## src/rtl/hazard_pkg.sv

```systemverilog
// Shared types and defaults for the pipeline hazard sequencer.
package hazard_pkg;

  typedef enum logic [1:0] {
    RUN     = 2'd0,
    STALL   = 2'd1,
    FLUSH   = 2'd2,
    MEMWAIT = 2'd3
  } hz_state_t;

  localparam int REG_AW             = 5;
  localparam int BRANCH_PENALTY_DEF = 2;
  localparam int LOAD_USE_STALL_DEF = 1;
  localparam int CNT_W_DEF          = 3;

endpackage

```

## src/rtl/hazard_flush_ctrl_load_use_detect.sv

```systemverilog
// Load-use comparator: a load in EX whose destination feeds a source of the instruction in ID.
module load_use_detect
  import hazard_pkg::*;
(
  input  logic              ex_mem_read,
  input  logic [REG_AW-1:0] ex_rt,
  input  logic [REG_AW-1:0] id_rs,
  input  logic [REG_AW-1:0] id_rt,
  input  logic              id_uses_rt,
  output logic              load_use
);

  // $zero is never a real dependency
  assign load_use = ex_mem_read && (ex_rt != '0) &&
                    ((ex_rt == id_rs) || (id_uses_rt && (ex_rt == id_rt)));

endmodule

```

## src/rtl/hazard_flush_ctrl.sv

```systemverilog
// Central stall/flush/hold sequencer for the 5-stage pipeline (Mealy outputs).
// Optional cycle counters enabled by defining HAZARD_PERF_CNT_EN.
module hazard_flush_ctrl
  import hazard_pkg::*;
#(
  parameter int BRANCH_PENALTY = BRANCH_PENALTY_DEF,
  parameter int LOAD_USE_STALL = LOAD_USE_STALL_DEF,
  parameter int CNT_W          = CNT_W_DEF
) (
  input  logic              clk,
  input  logic              reset,
  input  logic [REG_AW-1:0] id_rs,
  input  logic [REG_AW-1:0] id_rt,
  input  logic              id_uses_rt,
  input  logic              ex_mem_read,
  input  logic [REG_AW-1:0] ex_rt,
  input  logic              id_jump,
  input  logic              ex_branch_taken,
  input  logic              mem_req,
  input  logic              mem_ack,
  output logic              pc_write,
  output logic              ifid_write,
  output logic              ifid_flush,
  output logic              flush,
  output logic              pipe_hold,
  output logic [1:0]        state_o
`ifdef HAZARD_PERF_CNT_EN
  ,
  output logic [31:0]       stall_cycles,
  output logic [31:0]       flush_cycles
`endif
);

  hz_state_t        state_reg, state_next;
  logic [CNT_W-1:0] cnt_reg, cnt_next;
  logic             load_use;
  logic             mem_stall;

  load_use_detect u_load_use_detect (
    .ex_mem_read (ex_mem_read),
    .ex_rt       (ex_rt),
    .id_rs       (id_rs),
    .id_rt       (id_rt),
    .id_uses_rt  (id_uses_rt),
    .load_use    (load_use)
  );

  assign mem_stall = mem_req && !mem_ack;
  assign state_o   = state_reg;

  always_ff @(posedge clk) begin
    if (reset) begin
      state_reg <= RUN;
      cnt_reg   <= '0;
    end else begin
      state_reg <= state_next;
      cnt_reg   <= cnt_next;
    end
  end

  always_comb begin
    state_next = state_reg;
    cnt_next   = cnt_reg;
    pc_write   = 1'b1;
    ifid_write = 1'b1;
    ifid_flush = 1'b0;
    flush      = 1'b0;
    pipe_hold  = 1'b0;

    case (state_reg)
      RUN, STALL: begin
        if (ex_branch_taken) begin
          ifid_flush = 1'b1;
          flush      = 1'b1;
          if (BRANCH_PENALTY > 1) begin
            state_next = FLUSH;
            cnt_next   = CNT_W'(BRANCH_PENALTY - 1);
          end else begin
            state_next = RUN;
            cnt_next   = '0;
          end
        end else if (state_reg == STALL) begin
          pc_write   = 1'b0;
          ifid_write = 1'b0;
          flush      = 1'b1;
          cnt_next   = cnt_reg - CNT_W'(1);
          if (cnt_reg == CNT_W'(1)) state_next = RUN;
        end else if (mem_stall) begin
          pc_write   = 1'b0;
          ifid_write = 1'b0;
          pipe_hold  = 1'b1;
          state_next = MEMWAIT;
        end else if (load_use) begin
          // Stall beats a simultaneous jump; the jump is seen again once ID is released
          pc_write   = 1'b0;
          ifid_write = 1'b0;
          flush      = 1'b1;
          if (LOAD_USE_STALL > 1) begin
            state_next = STALL;
            cnt_next   = CNT_W'(LOAD_USE_STALL - 1);
          end
        end else if (id_jump) begin
          ifid_flush = 1'b1;
        end
      end
      FLUSH: begin
        ifid_flush = 1'b1;
        flush      = 1'b1;
        if (mem_stall) begin
          pc_write  = 1'b0;
          pipe_hold = 1'b1;
        end else begin
          cnt_next = cnt_reg - CNT_W'(1);
          if (cnt_reg == CNT_W'(1)) state_next = RUN;
        end
      end
      MEMWAIT: begin
        if (!mem_ack) begin
          pc_write   = 1'b0;
          ifid_write = 1'b0;
          pipe_hold  = 1'b1;
        end else begin
          state_next = RUN;
        end
      end
      default: state_next = RUN;
    endcase

    // Reset forces a NOP front end regardless of state
    if (reset) begin
      pc_write   = 1'b0;
      ifid_write = 1'b0;
      ifid_flush = 1'b1;
      flush      = 1'b1;
      pipe_hold  = 1'b0;
    end
  end

`ifdef HAZARD_PERF_CNT_EN
  logic [31:0] stall_cycles_reg, flush_cycles_reg;

  always_ff @(posedge clk) begin
    if (reset) begin
      stall_cycles_reg <= '0;
      flush_cycles_reg <= '0;
    end else begin
      if (!pc_write)  stall_cycles_reg <= stall_cycles_reg + 32'd1;
      if (ifid_flush) flush_cycles_reg <= flush_cycles_reg + 32'd1;
    end
  end

  assign stall_cycles = stall_cycles_reg;
  assign flush_cycles = flush_cycles_reg;
`endif

endmodule

```

## config.mk

```make
export PLATFORM = sky130hd
export DESIGN_NAME = hazard_flush_ctrl
export DESIGN_NICKNAME = d
export VERILOG_FILES = /design/src/rtl/hazard_pkg.sv /design/src/rtl/hazard_flush_ctrl_load_use_detect.sv /design/src/rtl/hazard_flush_ctrl.sv
export SDC_FILE = /design/constraint.sdc
export NUM_CORES = 1
export LEC_CHECK = 0
export CORE_MARGIN = 2
export CORE_UTILIZATION = 38
export CTS_CLUSTER_DIAMETER = 50
export DETAILED_ROUTE_END_ITERATION = 10
export PLACE_DENSITY = 0.78
export SLEW_MARGIN = 10
export SYNTH_ARGS = -nofsm -noshare
export SYNTH_HDL_FRONTEND = slang
export SYNTH_SLANG_ARGS = --single-unit
```

## constraint.sdc

```tcl
create_clock -name clk -period 1.8 [get_ports clk]
set_input_delay 0.36 -clock clk [delete_from_list [all_inputs] [get_ports clk]]
set_output_delay 0.36 -clock clk [all_outputs]
set_load 0.02 [all_outputs]
```

# == After elaboration in Yosys (flattened, before gate mapping) ==
# Cells that the tools add are included.
# word_totals
register_bits,5
inputBits,23
out_inout_bits,7
wordCells,65
# classes
n_addsub,1
n_eq_ne,10
n_mux,40
reduce_logical,12
# ops
op,count
1-bit 2-to-1 mux,24
2-bit 2-to-1 mux,6
5-bit == test,2
3-bit 2-to-1 mux,3
1-bit one-hot mux with 2 select lines,3
1-bit one-hot mux with 3 select lines,2
2-bit one-hot mux with 3 select lines,1
3-bit one-hot mux with 2 select lines,1
3-bit AND reduction,2
5-bit nonzero test,1
2-bit == test (second input constant),2
1-bit logical AND,4
2-bit != test (second input constant),2
4-bit != test (second input constant),1
3-bit by 1-bit == test with 1-bit output (second input constant),1
3-bit != test (second input constant),1
3-bit by 1-bit subtractor with 3-bit output (second input constant),1
2-bit by 1-bit == test with 1-bit output (second input constant),1
2-bit logical NOT,1
2-bit nonzero test,1
2-bit OR reduction,1
1-bit logical NOT,1
1-bit logical OR,1

# == Longest topological paths before layout ==
# depth
word_depth,10
ltp_mapped,7
ltp_nobuf,7

# == Modules after synthesis ==
# A second synthesis with hierarchy kept.
# hier_totals
hier_cells,75
area_unflattened_um2,556.8
# modules_own_cells
module,n_inst,cells_each,area_each_um2,seq_area_each_um2
hazard_flush_ctrl,1,58,424.2,100.1
load_use_detect,1,17,132.6,0.0

# == Worst setup path after synthesis ==
# OpenSTA, ideal clock, no wires.
# synth_path
path_type,input -> output
start,in ex_rt[1]
end,out pc_write
arrival_time_ps,1617
t_required_ps,1440
path_slack_ps,-177
stages,4
n_path_buf,0
cell_sequence,or4_1 o21a_1 and2_4 o31ai_2
# synth_between
elab_chain_cells,10
word_cells_on_any_way,13
cone_classes,2 x eq/ne; 6 x mux; 5 x reduce/logical
# synth_rtl
item,line_no,rtl
start: declaration,hazard_flush_ctrl.sv:16,"input logic [REG_AW-1:0] ex_rt,"
5-bit == test,hazard_flush_ctrl_load_use_detect.sv:15,((ex_rt == id_rs) || (id_uses_rt && (ex_rt == id_rt)));
1-bit logical AND,hazard_flush_ctrl_load_use_detect.sv:15,
1-bit logical OR,hazard_flush_ctrl_load_use_detect.sv:15,
1-bit logical AND *,hazard_flush_ctrl_load_use_detect.sv:14,assign load_use = ex_mem_read && (ex_rt != '0) &&
1-bit 2-to-1 mux *,hazard_flush_ctrl.sv:93,end else if (load_use) begin
1-bit 2-to-1 mux *,hazard_flush_ctrl.sv:88,end else if (mem_stall) begin
1-bit 2-to-1 mux *,hazard_flush_ctrl.sv:82,end else if (state_reg == STALL) begin
1-bit 2-to-1 mux *,hazard_flush_ctrl.sv:72,if (ex_branch_taken) begin
1-bit one-hot mux with 3 select lines *,hazard_flush_ctrl.sv:70,case (state_reg)
1-bit 2-to-1 mux *,hazard_flush_ctrl.sv:130,if (reset) begin
end: declaration,hazard_flush_ctrl.sv:21,"output logic pc_write,"
# Mark *: on every way between the ends. The rest lies on a longest branch, timed or not.

# == Worst setup path in the final report ==
# layout_path
start,in ex_rt[3]
end,out pc_write
# The elaborated chain is that of the path after synthesis.

==> impl_metrics.json <==
{
  "status": "complete, but fails checks",
  "violations": "negative setup slack",
  "io_pins": 30,
  "globalplace.congestion": 0.872,
  "grt_first_pass_wirelength_um": 3470,
  "post-place-cells": 147,
  "drt_wl_total_um": 2220,
  "grt_overflow": 0,
  "skew_ns": 0.000181,
  "peakVddDrop_v": 0.000353,
  "combPwrFrac": 0.548,
  "worstReg2RegStart": "state_o[1]",
  "arrival_ns": 1.67,
  "hold_path_end": "cnt_reg[0]",
  "clkTransAtPathRegs_ns": 0.04,
  "setup_viol": 4,
  "nets": 163,
  "hold_path_depth": 2,
  "area.growth.synth_to_final_pct": 101,
  "crit_required_ns": 1.44,
  "tightest_slew_ns": 0.317,
  "drt_iter0_drc": 25,
  "drv_cap": 0,
  "power.density_mw_per_mm2": 531,
  "cts_max_path_buffers": 2,
  "hp-class": "reg2reg",
  "relSlewSlack": 0.787,
  "reg2reg_depth": 6,
  "drv_slew": 0,
  "most-common-layout-cells": "buf_4, dlygate4sd2_1, nor2_1, a21oi_1, xnor2_1",
  "rr_endpoint": "cnt_reg[1]",
  "worstSkewPairLatency_ns": 0.24,
  "synth_top_area_cell": "dfxtp_1",
  "htreeDepth": 1,
  "largest_reg_flops": 3,
  "cp-start-kind": "primary input",
  "dp_hpwl_um": 1700,
  "period_minus_slack_ns": 2.03,
  "clock_sinks": 5,
  "numCtsBuffers": 3,
  "synth-seq-cells": 5,
  "io_buffer_count": 29,
  "final_common_cell": "buf_4",
  "fp.coreArea_sq_mm": 0.00133,
  "power_switching_uw": 215,
  "ff2ff_setup_slack_ns": 0.25,
  "first_pass_iters": 4,
  "clkPwrFrac": 0.218,
  "path_class": "in2out",
  "rows": 13,
  "max_freq_mhz": 491,
  "grt_pass1_vias": 836,
  "synthCells": 81,
  "netlist_area_sq_um": 561,
  "hold_start": "cnt_reg[0]",
  "rsz0062_at_grt": "yes",
  "cts_root_buf": "clkbuf_4",
  "synth_area_leaders": "dfxtp_1, xnor2_1, a21oi_1, nor2_1, ha_1",
  "p_int_uw": 384,
  "synth-seq-area-share": 0.179,
  "cts_tree": "built",
  "grt_util_met2": 0.486,
  "hold_violations": 0,
  "drc": 0,
  "synth_cell_types": 29,
  "drive_above_1_share": 0.380,
  "fill_cells": 92,
  "avgSynthCellArea_sq_um": 6.92,
  "synth.net_count": 106,
  "antenna_found_initial": 0,
  "die_h_um": 42.4,
  "crit_path_max_fanout": 3,
  "setup_tns_ns": -0.755,
  "synth_warnings": 0,
  "cellLeakagePower_uw": 0.000508,
  "swShare": 0.359,
  "setup_slack_ns": -0.235,
  "yosys.area.top_type_share": 0.179,
  "fin_crit_sh": 1.13,
  "dieArea_sq_mm": 0.00180,
  "vias": 817,
  "layout.cells.non_filler": 152,
  "diodes": 0,
  "wl_per_cell_um": 14.6,
  "seq_power_share": 0.234,
  "endpoint_kind": "output pin",
  "ant_nets": 0,
  "die_w_um": 42.4,
  "vias_per_cell": 5.38,
  "grt_use_met3": 0.0560,
  "grt_max_degree": 8,
  "initial_utilization": 0.420,
  "grt_use_met1": 0.273,
  "gr-max-usage-layer": "met2",
  "grt_use_total": 0.256
}
-- area by class of cell --
type	count	area, sq um	area share
Multi-Input combinational cell	68	494	0.438
Timing Repair Buffer	56	473	0.419
Sequential cell	5	101	0.0898
Clock buffer	4	26.3	0.0233
Tap cell	15	18.8	0.0166
Inverter	4	15.0	0.0133
-- critical path, cell delays in order --
cell,delay [ns]
buf_6,0.09
or4_4,0.51
o21a_1,0.19
and2_4,0.16
o31ai_4,0.21
buf_6,0.14
-- power groups by stage --
stage | clock network (uW) | logic [uW] | registers [uW]
finish | 131 | 328 | 140
global route | 144 | 352 | 142
CTS | 132 | 314 | 140
detailed placement | 0 | 316 | 140
global placement | 0 | 306 | 139
floorplan | 0 | 146 | 139
-- layer usage --
metal,share of wire,vias to the layer above
met5,0,-
met4,0.027,0
met3,0.054,8
met2,0.55,33
met1,0.37,381
li1,-,395
-- worst max path at each step --
stage	startpoint	to	slack (ns)	cells after the start
final	ex_rt[3]	pc_write	-0.23	6
after global routing	ex_rt[3]	pc_write	-0.28	6
after CTS	ex_rt[1]	pc_write	-0.29	6
after detailed placement	ex_rt[3]	pc_write	-1.08	6
after global placement	ex_rt[1]	pc_write	-1.06	6
after floorplan	ex_rt[1]	pc_write	-0.1	4
-- Yosys cell counts --
cell type and n:
nand3b_1 1, dfxtp_1 5, a211oi_1 1, mux2i_1 1
nand3_1 1, nand4_1 1, nand2b_1 1, xnor2_1 10
nor3b_1 1, nor4_1 1, clkbuf_1 4, inv_1 4
a311o_2 1, a21oi_1 11, nand2_1 4, nor2_1 12
or3_1 1, xor2_1 1, nor3_1 3, or4_1 2
o21ai_0 4, o31ai_1 1, nor2b_1 3, o21a_1 1
o221ai_1 1, ha_1 2, o31ai_2 1, o22ai_1 1
and2_4 1
-- repair_timing --
item                                    CTS  global route
cloned                                    0             0
gates resized for setup                  62             5
pin swaps                                16             4
buffers inserted                          0             1
endpoints found under the setup margin    6             4
hold buffers                              0             0
-- stage by stage --
step                      power (uW)  instance area (sq um)   util  hold WS [ns]  worst slack (ns)
after floorplan                  286                    588      -         0.509           -0.0972
after global placement           445                   1080  0.808         0.536             -1.06
after detailed placement         456                   1080  0.808         0.539             -1.08
after CTS                        586                   1110  0.829         0.564            -0.287
after global routing             639                   1130  0.846         0.595            -0.282
final                            599                   1130  0.846         0.576            -0.235
-- logic make-up (layout without fill, tap and decap cells) --
kind of cell	after synthesis	in the layout	share of synthesized area
AO/OA/AOI/OAI	22	22	0.243
adder cells (fa/ha/maj)	2	2	0.0446
buffers and inverters	8	64	0.0536
XOR/XNOR	11	11	0.172
multiplexers	1	1	0.0179
AND/OR/NAND/NOR	32	32	0.290
flip-flops	5	5	0.179
No activity file was read; power rests on OpenSTA's default activity.
